File: src/rtl/hazard_pkg.sv
// Shared types and stage-index helpers for the pipeline hazard controller.
package hazard_pkg;

    typedef enum logic [1:0] {
        CTRL_RUN    = 2'd0,
        CTRL_FLUSH  = 2'd1,
        CTRL_REFILL = 2'd2
    } ctrl_state_t;

    localparam int unsigned STG_FETCH = 0;

    // Dispatch and backend positions depend on the pipeline depth.
    function automatic int unsigned stg_dispatch(input int unsigned num_stages);
        return num_stages - 2;
    endfunction

    function automatic int unsigned stg_backend(input int unsigned num_stages);
        return num_stages - 1;
    endfunction

endpackage

File: src/rtl/pipeline_hazard_ctrl_counter.sv
// Saturating up/down occupancy counter with a sticky over/underflow flag.
module sat_updown_counter #(
    parameter int unsigned MAX   = 16,
    parameter int unsigned INC_W = 2,
    parameter int unsigned DEC_W = 2
) (
    input  logic                       clk,
    input  logic                       reset,
    input  logic [INC_W-1:0]           inc,
    input  logic [DEC_W-1:0]           dec,
    output logic [$clog2(MAX+1)-1:0]   count,
    output logic                       error
);

    localparam int unsigned CW  = $clog2(MAX + 1);
    localparam int unsigned MW  = (CW > INC_W) ? CW : INC_W;
    localparam int unsigned SW  = ((MW > DEC_W) ? MW : DEC_W) + 2;
    localparam logic signed [SW-1:0] MAX_S = SW'(MAX);

    logic [CW-1:0]        count_q, count_d;
    logic                 error_q, error_d;
    logic signed [SW-1:0] sum;

    always_comb begin
        sum     = $signed(SW'(count_q)) + $signed(SW'(inc)) - $signed(SW'(dec));
        count_d = count_q;
        error_d = error_q;
        if (sum < 0) begin
            count_d = '0;
            error_d = 1'b1;
        end else if (sum > MAX_S) begin
            count_d = CW'(MAX);
            error_d = 1'b1;
        end else begin
            count_d = sum[CW-1:0];
        end
    end

    always_ff @(posedge clk or posedge reset) begin
        if (reset) begin
            count_q <= '0;
            error_q <= 1'b0;
        end else begin
            count_q <= count_d;
            error_q <= error_d;
        end
    end

    assign count = count_q;
    assign error = error_q;

endmodule

File: src/rtl/pipeline_hazard_ctrl.sv
// Stall/flush controller: ROB and miss occupancy tracking plus a mispredict flush/refill FSM.
module pipeline_hazard_ctrl
    import hazard_pkg::*;
#(
    parameter int unsigned NUM_STAGES     = 5,
    parameter int unsigned ROB_SIZE       = 16,
    parameter int unsigned DISPATCH_WIDTH = 2,
    parameter int unsigned RETIRE_WIDTH   = 2,
    parameter int unsigned MAX_MISSES     = 4,
    parameter int unsigned FLUSH_CYCLES   = 2
) (
    input  logic                                  clk,
    input  logic                                  reset,
    input  logic                                  icache_busy,
    input  logic                                  icache_overwrite_pc,
    input  logic                                  icache_valid,
    input  logic                                  dcache_busy,
    input  logic                                  dcache_miss,
    input  logic                                  dcache_fill,
    input  logic [$clog2(DISPATCH_WIDTH+1)-1:0]   rob_alloc,
    input  logic [$clog2(RETIRE_WIDTH+1)-1:0]     rob_retire,
    input  logic                                  mispredict,
    input  logic [$clog2(ROB_SIZE+1)-1:0]         rob_squash,
    output logic [NUM_STAGES-1:0]                 stall,
    output logic [NUM_STAGES-1:0]                 flush,
    output logic [$clog2(ROB_SIZE+1)-1:0]         rob_count,
    output logic                                  rob_full,
    output logic [$clog2(MAX_MISSES+1)-1:0]       miss_count,
    output logic [1:0]                            ctrl_state,
    output logic                                  error
);

    localparam int unsigned RC_W         = $clog2(ROB_SIZE + 1);
    localparam int unsigned AW           = $clog2(DISPATCH_WIDTH + 1);
    localparam int unsigned MC_W         = $clog2(MAX_MISSES + 1);
    localparam int unsigned FCW          = (FLUSH_CYCLES > 1) ? $clog2(FLUSH_CYCLES) : 1;
    localparam logic [FCW-1:0] RELOAD    = FCW'(FLUSH_CYCLES - 1);
    localparam int unsigned STG_DISPATCH = stg_dispatch(NUM_STAGES);
    localparam int unsigned STG_BACKEND  = stg_backend(NUM_STAGES);

    ctrl_state_t      state_q, state_d;
    logic [FCW-1:0]   cnt_q, cnt_d;
    logic [RC_W:0]    rob_dec;
    logic             rob_err, miss_err;
    logic             near_full, miss_sat, in_flush;
    logic [NUM_STAGES-1:0] stall_raw, flush_vec;

    // Retirement and squash both drain the ROB; squash only counts with a mispredict.
    assign rob_dec = (RC_W+1)'(rob_retire) + (mispredict ? (RC_W+1)'(rob_squash) : '0);

    sat_updown_counter #(
        .MAX   (ROB_SIZE),
        .INC_W (AW),
        .DEC_W (RC_W + 1)
    ) u_rob_cnt (
        .clk   (clk),
        .reset (reset),
        .inc   (rob_alloc),
        .dec   (rob_dec),
        .count (rob_count),
        .error (rob_err)
    );

    sat_updown_counter #(
        .MAX   (MAX_MISSES),
        .INC_W (1),
        .DEC_W (1)
    ) u_miss_cnt (
        .clk   (clk),
        .reset (reset),
        .inc   (dcache_miss),
        .dec   (dcache_fill),
        .count (miss_count),
        .error (miss_err)
    );

    always_comb begin
        state_d = state_q;
        cnt_d   = cnt_q;
        unique case (state_q)
            CTRL_RUN: begin
                if (mispredict) begin
                    state_d = CTRL_FLUSH;
                    cnt_d   = RELOAD;
                end
            end
            CTRL_FLUSH: begin
                if (mispredict) begin
                    cnt_d = RELOAD;
                end else if (cnt_q == '0) begin
                    state_d = CTRL_REFILL;
                end else begin
                    cnt_d = cnt_q - 1'b1;
                end
            end
            CTRL_REFILL: begin
                if (mispredict) begin
                    state_d = CTRL_FLUSH;
                    cnt_d   = RELOAD;
                end else begin
                    state_d = CTRL_RUN;
                end
            end
            default: begin
                state_d = CTRL_RUN;
                cnt_d   = '0;
            end
        endcase
    end

    always_ff @(posedge clk or posedge reset) begin
        if (reset) begin
            state_q <= CTRL_RUN;
            cnt_q   <= '0;
        end else begin
            state_q <= state_d;
            cnt_q   <= cnt_d;
        end
    end

    assign in_flush  = (state_q == CTRL_FLUSH);
    assign near_full = (32'(rob_count) + DISPATCH_WIDTH) > ROB_SIZE;
    assign miss_sat  = (miss_count == MC_W'(MAX_MISSES));

    // Stalls ripple from the backend toward fetch; flushed stages never also stall.
    always_comb begin
        stall_raw = '0;
        flush_vec = '0;
        for (int unsigned i = 1; i <= STG_DISPATCH; i++) begin
            flush_vec[i] = in_flush;
        end
        stall_raw[STG_BACKEND]  = reset | dcache_busy | dcache_miss | miss_sat;
        stall_raw[STG_DISPATCH] = reset | near_full | stall_raw[STG_BACKEND];
        for (int unsigned i = STG_DISPATCH - 1; i >= 1; i--) begin
            stall_raw[i] = reset | stall_raw[i+1];
        end
        stall_raw[STG_FETCH] = in_flush | reset | icache_busy | icache_overwrite_pc
                             | !icache_valid | stall_raw[1];
    end

    assign stall      = stall_raw & ~flush_vec;
    assign flush      = flush_vec;
    assign rob_full   = (rob_count == RC_W'(ROB_SIZE));
    assign ctrl_state = state_q;
    assign error      = rob_err | miss_err;

endmodule

File: config.mk
export PLATFORM = sky130hd
export DESIGN_NAME = pipeline_hazard_ctrl
export DESIGN_NICKNAME = d
export VERILOG_FILES = /design/src/rtl/hazard_pkg.sv /design/src/rtl/pipeline_hazard_ctrl_counter.sv /design/src/rtl/pipeline_hazard_ctrl.sv
export SDC_FILE = /design/constraint.sdc
export NUM_CORES = 1
export LEC_CHECK = 0
export ABC_AREA = 1
export CORE_MARGIN = 4
export CORE_UTILIZATION = 44
export CTS_BUF_LIST = sky130_fd_sc_hd__clkbuf_4
export DETAILED_ROUTE_END_ITERATION = 16
export PLACE_DENSITY = 0.76
export SYNTH_ARGS = -nofsm -noshare
export SYNTH_HDL_FRONTEND = slang
export SYNTH_SLANG_ARGS = --single-unit
File: constraint.sdc
create_clock -name clk -period 1.9 [get_ports clk]
set_input_delay 0.38 -clock clk [delete_from_list [all_inputs] [get_ports clk]]
set_output_delay 0.38 -clock clk [all_outputs]
set_load 0.02 [all_outputs]
# == Word level (Yosys, flattened, before mapping) ==
# Index checks and enable logic that the tools add are counted.
# word_totals
regBits,13
wordCells,65
output_inout_bits,22
input_bits,18
# op_classes
n_lt_le_gt_ge,5
n_bitwise,15
eq_ne,8
add_sub_neg,7
n_reduce_logical,6
muxes,18
# op_table
operator,count
$mux 5,3
$or 1x1->1,13
$gt 8x6->1 const B,1
$lt 8x1->1 const B,1
$mux 1,8
$sub 6x6->7,1
$add 2x5->6,1
$add 5x2->6,1
$add 5x2->6 const B,1
$gt 6x5->1 const B,1
$mux 2,3
$mux 3,2
$ne 2x2->1 const B,3
$pmux 2 s3,1
$and 5x5->5,1
$eq 5x5->1 const B,1
$gt 5x4->1 const B,1
$lt 5x1->1 const B,1
$not 4->5,1
$sub 4x1->5,1
$add 3x1->4,1
$reduce_bool 2->1,2
$eq 3x3->1 const B,1
$reduce_and 3->1,1
other kinds (8),8

# == Depth between registers and ports, before layout ==
# Gate-level depths: netlist (run 1).
# logic_depth
depth_word,8
depth_mapped,17

# == Cells and area by module ==
# From an unflattened synthesis (run 1), not the netlist that was laid out.
# unflattened
cells_unflattened,199
hier_area_um2,1398.8
# modules_own_cells
module,seq_area_each_um2,cells_per_inst,area_each_um2,instances
sat_updown_counter (u_rob_cnt),150.1,83,603.1,1
pipeline_hazard_ctrl,75.1,68,435.4,1
sat_updown_counter (u_miss_cnt),100.1,48,360.3,1

# == Worst setup path after synthesis (run 1) ==
# OpenSTA, ideal clock, no wires.
# synth_path
path_type,input to register
startpoint,input port rob_retire[0]
endpoint,"register u_rob_cnt.count_q[0], in the netlist u_rob_cnt.count[0]"
setup_ns,0.072
slack_ns,-0.730
n_path_buf,0
arrival_time_ns,2.559
cell_stages,17
required_time_ns,1.828
path_cell_list,inv_1 fa_1 inv_1 fa_1 inv_1 ha_1 inv_1 fa_1 inv_1 nand3_1 nand2_1 nand2_1 nand2_2 inv_2 nand2_2 nand3_2 nor2_1
# synth_via
elab_chain_cells,5
word_cells_on_any_way,6
cone_classes,add/sub (2); order compare (2); mux (2)
# synth_rtl
item,line,text
start: declaration,pipeline_hazard_ctrl.sv:21,"input logic [$clog2(RETIRE_WIDTH+1)-1:0] rob_retire,"
$add 2x5->6 (*),pipeline_hazard_ctrl.sv:49,assign rob_dec = (RC_W+1)'(rob_retire) + (mispredict ? (RC_W+1)'(rob_squash) : '0);
$sub 6x6->7 (*),pipeline_hazard_ctrl_counter.sv:25,sum = $signed(SW'(count_q)) + $signed(SW'(inc)) - $signed(SW'(dec));
$gt 8x6->1,pipeline_hazard_ctrl_counter.sv:31,end else if (sum > MAX_S) begin
$mux 5,pipeline_hazard_ctrl_counter.sv:31,
$mux 5 (*),pipeline_hazard_ctrl_counter.sv:28,if (sum < 0) begin
named net u_rob_cnt.count_d[0],pipeline_hazard_ctrl_counter.sv:20,"logic [CW-1:0] count_q, count_d;"
end signal: assignment,pipeline_hazard_ctrl_counter.sv:44,count_q <= count_d;
end: declaration,pipeline_hazard_ctrl_counter.sv:20,
# The timed path passes the listed nets; every way through them passes the cells marked *.
# A chain may end at the register's enable or synchronous reset.

# == Worst setup path in the final report (run 1) ==
# layout_path
startpoint,input port mispredict
endpoint,"register u_rob_cnt.count_q[1], in the netlist u_rob_cnt.count[1]"
# layout_via
elab_chain_cells,6
word_cells_on_any_way,7
cone_classes,add/sub (2); order compare (2); mux (3)
# layout_rtl
item,line,text
start: declaration,pipeline_hazard_ctrl.sv:22,"input logic mispredict,"
$mux 5 (*),pipeline_hazard_ctrl.sv:49,
$add 2x5->6 (*),pipeline_hazard_ctrl.sv:49,
$sub 6x6->7 (*),pipeline_hazard_ctrl_counter.sv:25,
$gt 8x6->1,pipeline_hazard_ctrl_counter.sv:31,
$mux 5,pipeline_hazard_ctrl_counter.sv:31,
$mux 5 (*),pipeline_hazard_ctrl_counter.sv:28,
named net u_rob_cnt.count_d[1],pipeline_hazard_ctrl_counter.sv:20,
# Marked as above.

==> results of run 1 <==
==> worst register-to-register path, cell delays in order, from the launching register on <==
cell     delay (ns)
dfrtp_1        0.40
buf_4          0.14
inv_1          0.11
fa_2           0.47
fa_2           0.59
nand2_1        0.05
nor2_1         0.08
nand3_1        0.08
nand2_2        0.09
nand3_2        0.08
nor2_1         0.11
==> layout make-up <==
| class | instances | area (sq um) |
|---|---|---|
| repair buffers | 66 | 580.6 |
| fillers | 205 | 752.0 |
| multi-input cells | 109 | 880.8 |
| inverters | 58 | 220.2 |
| clock buffers | 4 | 30.03 |
| flip-flops and latches | 13 | 326.6 |
| well taps | 31 | 38.79 |
==> sequential cells by signal (all words and copies together), names as in the netlist <==
| signal | flops |
|---|---|
| u_miss_cnt.error | 1 |
| u_miss_cnt.count | 3 |
| u_rob_cnt.count | 5 |
| ctrl_state | 2 |
| u_rob_cnt.error | 1 |
| cnt_q | 1 |
==> kinds of logic (layout without fill, tap and decap cells) <==
| group | after synthesis | in the layout |
|---|---|---|
| and+or+nand+nor | 68 | 68 |
| buffers and inverters | 64 | 128 |
| adders and majority gates | 24 | 24 |
| AOI/OAI and AO/OA | 13 | 13 |
| DFF | 13 | 13 |
| xor gates and xnor gates | 2 | 2 |
| other | 1 | 2 |
==> where the power goes <==
| part | switching, W | internal (W) | total, W |
|---|---|---|---|
| logic | 0.00154 | 0.00128 | 0.00282 |
| registers | 0.0000617 | 0.000376 | 0.000438 |
| clock network | 0.0000818 | 0.0000957 | 0.000177 |
==> routing by layer <==
metal / up-vias / part of all wire (%)
li1: 677 / -
met1: 581 / 41
met2: 39 / 50
met3: 6 / 6.8
met4: 0 / 1.7
met5: - / 0
==> through the flow <==
| stage | utilization (%) | total power (W) | worst slack, ns |
|---|---|---|---|
| finish | 73.42 | 0.003435 | -0.7101 |
| global route | 73.42 | 0.003791 | -0.8596 |
| CTS | 70.50 | 0.003267 | -0.7535 |
| detailed placement | 66.43 | 0.002951 | -1.393 |
| global placement | 66.43 | 0.002878 | -1.322 |
| floorplan | - | 0.002062 | -0.7303 |
==> synthesized netlist by cell type (2+ instances only) <==
library cell	number
inv_1	55
nand2_1	36
ha_1	19
dfrtp_1	13
nor2_1	12
nand3_1	7
buf_4	6
fa_1	5
a21oi_1	4
nand4_1	4
o21ai_0	4
nand2_2	3
inv_2	2
nand3_2	2
nor3_1	2
xor2_1	2
==> layout by cell type, fill, tap and decap left out, types with 2 or more instances in the layout <==
master and count:
dfrtp_1 12, fa_2 3, nor2_1 9, clkdlybuf4s50_1 21, buf_4 31, nand4_1 4
inv_1 48, o21ai_0 3, nor3_1 2, buf_6 6, ha_4 3, clkbuf_4 4
nand3_1 5, xor2_2 2, conb_1 2, fa_1 2, nor2_2 3, nand2_2 7
ha_1 15, inv_2 8, a21oi_1 2, nand2_1 31, buf_2 2, nand3_2 4
a21oi_2 2, dlygate4sd2_1 2
==> how the worst max path moves through the flow <==
stage	endpoint	slack, ns	cells past startpoint
finish	u_rob_cnt.count[1]	-0.71	15
global route	u_rob_cnt.count[1]	-0.86	15
CTS	u_rob_cnt.count[2]	-0.75	15
detailed placement	u_rob_cnt.count[2]	-1.39	18
global placement	u_rob_cnt.count[2]	-1.32	18
floorplan	u_rob_cnt.count[0]	-0.73	17
==> repair_timing <==
| action | 4_1_cts | 5_1_grt |
|---|---|---|
| buffers inserted | 6 | 1 |
| resized for setup | 70 | 26 |
| endpoints found under the setup margin | 19 | 19 |
| pin swaps | 20 | 29 |
==> impl_metrics.yaml, run 1 <==
place:
  dp_hpwl_microns: 2413
  place_congestion: 0.8105
  place_area_sq_mm: 0.001879
  dp_cells: 270
  io_buffers: 37
critical_path:
  r2r_cells: 10
  worstPathRequired_ns: 2.11
  reg2reg_to: "u_rob_cnt.count[1]"
  critPathLaunchType: "input pin"
  crit_start: "mispredict"
  critical-path-top-delay-family: "adder cells"
  slowest_delay_ns: 0.55
  slowest_stage: "fa_1"
  crit_type: "in2reg"
  worstSetupEndpointType: "register"
  worst_r2r_startpoint: "u_rob_cnt.count[1]"
  cp_max_fo: 3
  crit_chain: "buf_8, nand2_4, fa_1, inv_2, fa_1, inv_1, ha_2, inv_2, fa_2, nand2_1, nor2_1, nand3_1, nand2_2, nand3_2, nor2_1"
  crit_arrival_ns: 2.82
  rrSetupSlack_ns: -0.37
  crit_buf_inv: 4
synthesis:
  synth_fa_ha_area_share_pct: 25.38
  synth_top_cells_by_area: "dfrtp_1 24%, ha_1 18%, inv_1 16%"
  yosys.area.top_type_share_pct: 24.44
  synthXorXnorAreaFrac_pct: 1.316
  synth_edf_count: 0
  yosysWarnings: 0
  synth_cell_type_count: 25
  yosys.area.top_type: "dfrtp_1"
  async_reset_ff_share_pct: 100.0
  yosys_most_used_dff: "dfrtp_1"
  synthCells: 185
  synth_top_family_by_area: "adder cells"
  ys_seq_area_share_pct: 24.44
  ys_ff_latch: 13
  synth_area_sq_mm: 0.001331
  avgSynthCellArea_sq_um: 7.196
  yosys.area_share.simple_pct: 22.74
  synth_compound_area_share_pct: 6.109
  synthMuxAreaShare_pct: 0
global_routing:
  grt_use_met1_pct: 19.27
  grtUsageMet2_pct: 29.12
  grt_busiest_layer: "met2"
  track_usage_pct: 16.28
  grt_pass1_wl_microns: 5313
  grt_pass1_vias: 1289
  grt_antenna_before_repair: 0
  grtUsageMet3_pct: 4.856
  grt_max_degree: 14
  grt-ovfl-total: 0
sta:
  period_share_pct: 137.4
  grt_setup_unrepaired: "yes"
  finalSetupViolCount: 10
  clock_skew_ns: 0.003212
  final_max_slew_viol_count: 0
  max_freq_ghz: 0.3831
  hold_slack_ns: 0.3957
  min_period_ns: 2.610
  tns_ns: -4.285
  layout_setup_ws_ns: -0.7101
  finalHoldViolations: 0
clock_tree:
  tritoncts: "built"
  clockRootBuffer: "clkbuf_4"
  clockBufferDepth: 2
  cts.clk_slew.worst_paths_ns: 0.07
  cts_hold_buffers: 0
  clkLatencyLatePin_ns: 0.27
  cts_buffers: 3
  h-tree-depth: 1
  cts.sinks: 13
floorplanning:
  start_util_pct: 47.06
  die-area_sq_mm: 0.003970
  die_w_microns: 63.01
  ios: 40
  core_sq_mm: 0.002829
  rows: 19
  die_h_microns: 63.01
detailed_routing:
  drc: 0
  wl_per_cell_microns: 10.90
  vias_per_cell: 4.637
  num_vias: 1303
  drt_iter0_markers: 45
  ant_nets: 0
  wl_microns: 3062
  firstDrtPassIters: 4
layout:
  final_area_sq_mm: 0.002077
  syn2layout_area_growth_pct: 56.01
  drive_above_1_share_pct: 34.40
  fin_cells: 281
  nets: 293
  diodes: 0
job:
  maxCapViolCount: 0
power:
  pwr_density_cell_mw_per_mm2: 1654
  ir_worst_vdd_mv: 0.8303
  p_leak_nw: 1.146
outcome:
  failed_checks: "negative setup slack"
  outcome: "complete, but fails checks"
worst_hold_path:
  hp-start: "mispredict"
  hold_depth: 3
  hold_end: "ctrl_state[1]"
  hp-class: "in2reg"
Note: power is estimated with default switching activity, not from simulation.
==> run 2, diff against run 1 <==
--- a/config.mk
+++ b/config.mk
@@ -10,6 +10,7 @@
 export CORE_UTILIZATION = 44
 export CTS_BUF_LIST = sky130_fd_sc_hd__clkbuf_4
 export DETAILED_ROUTE_END_ITERATION = 16
+export HOLD_SLACK_MARGIN = 0.05
 export PLACE_DENSITY = 0.76
 export SYNTH_ARGS = -nofsm -noshare
 export SYNTH_HDL_FRONTEND = slang
==> results of run 2 <==
No change in the layout: final DEF, timing and power equal those of run 1.
==> run 3, diff against run 2 <==
--- a/config.mk
+++ b/config.mk
@@ -12,6 +12,7 @@
 export DETAILED_ROUTE_END_ITERATION = 16
 export HOLD_SLACK_MARGIN = 0.05
 export PLACE_DENSITY = 0.76
+export SLEW_MARGIN = 5
 export SYNTH_ARGS = -nofsm -noshare
 export SYNTH_HDL_FRONTEND = slang
 export SYNTH_SLANG_ARGS = --single-unit
==> results of run 3 <==
No change in the layout: final DEF, timing and power equal those of run 1.
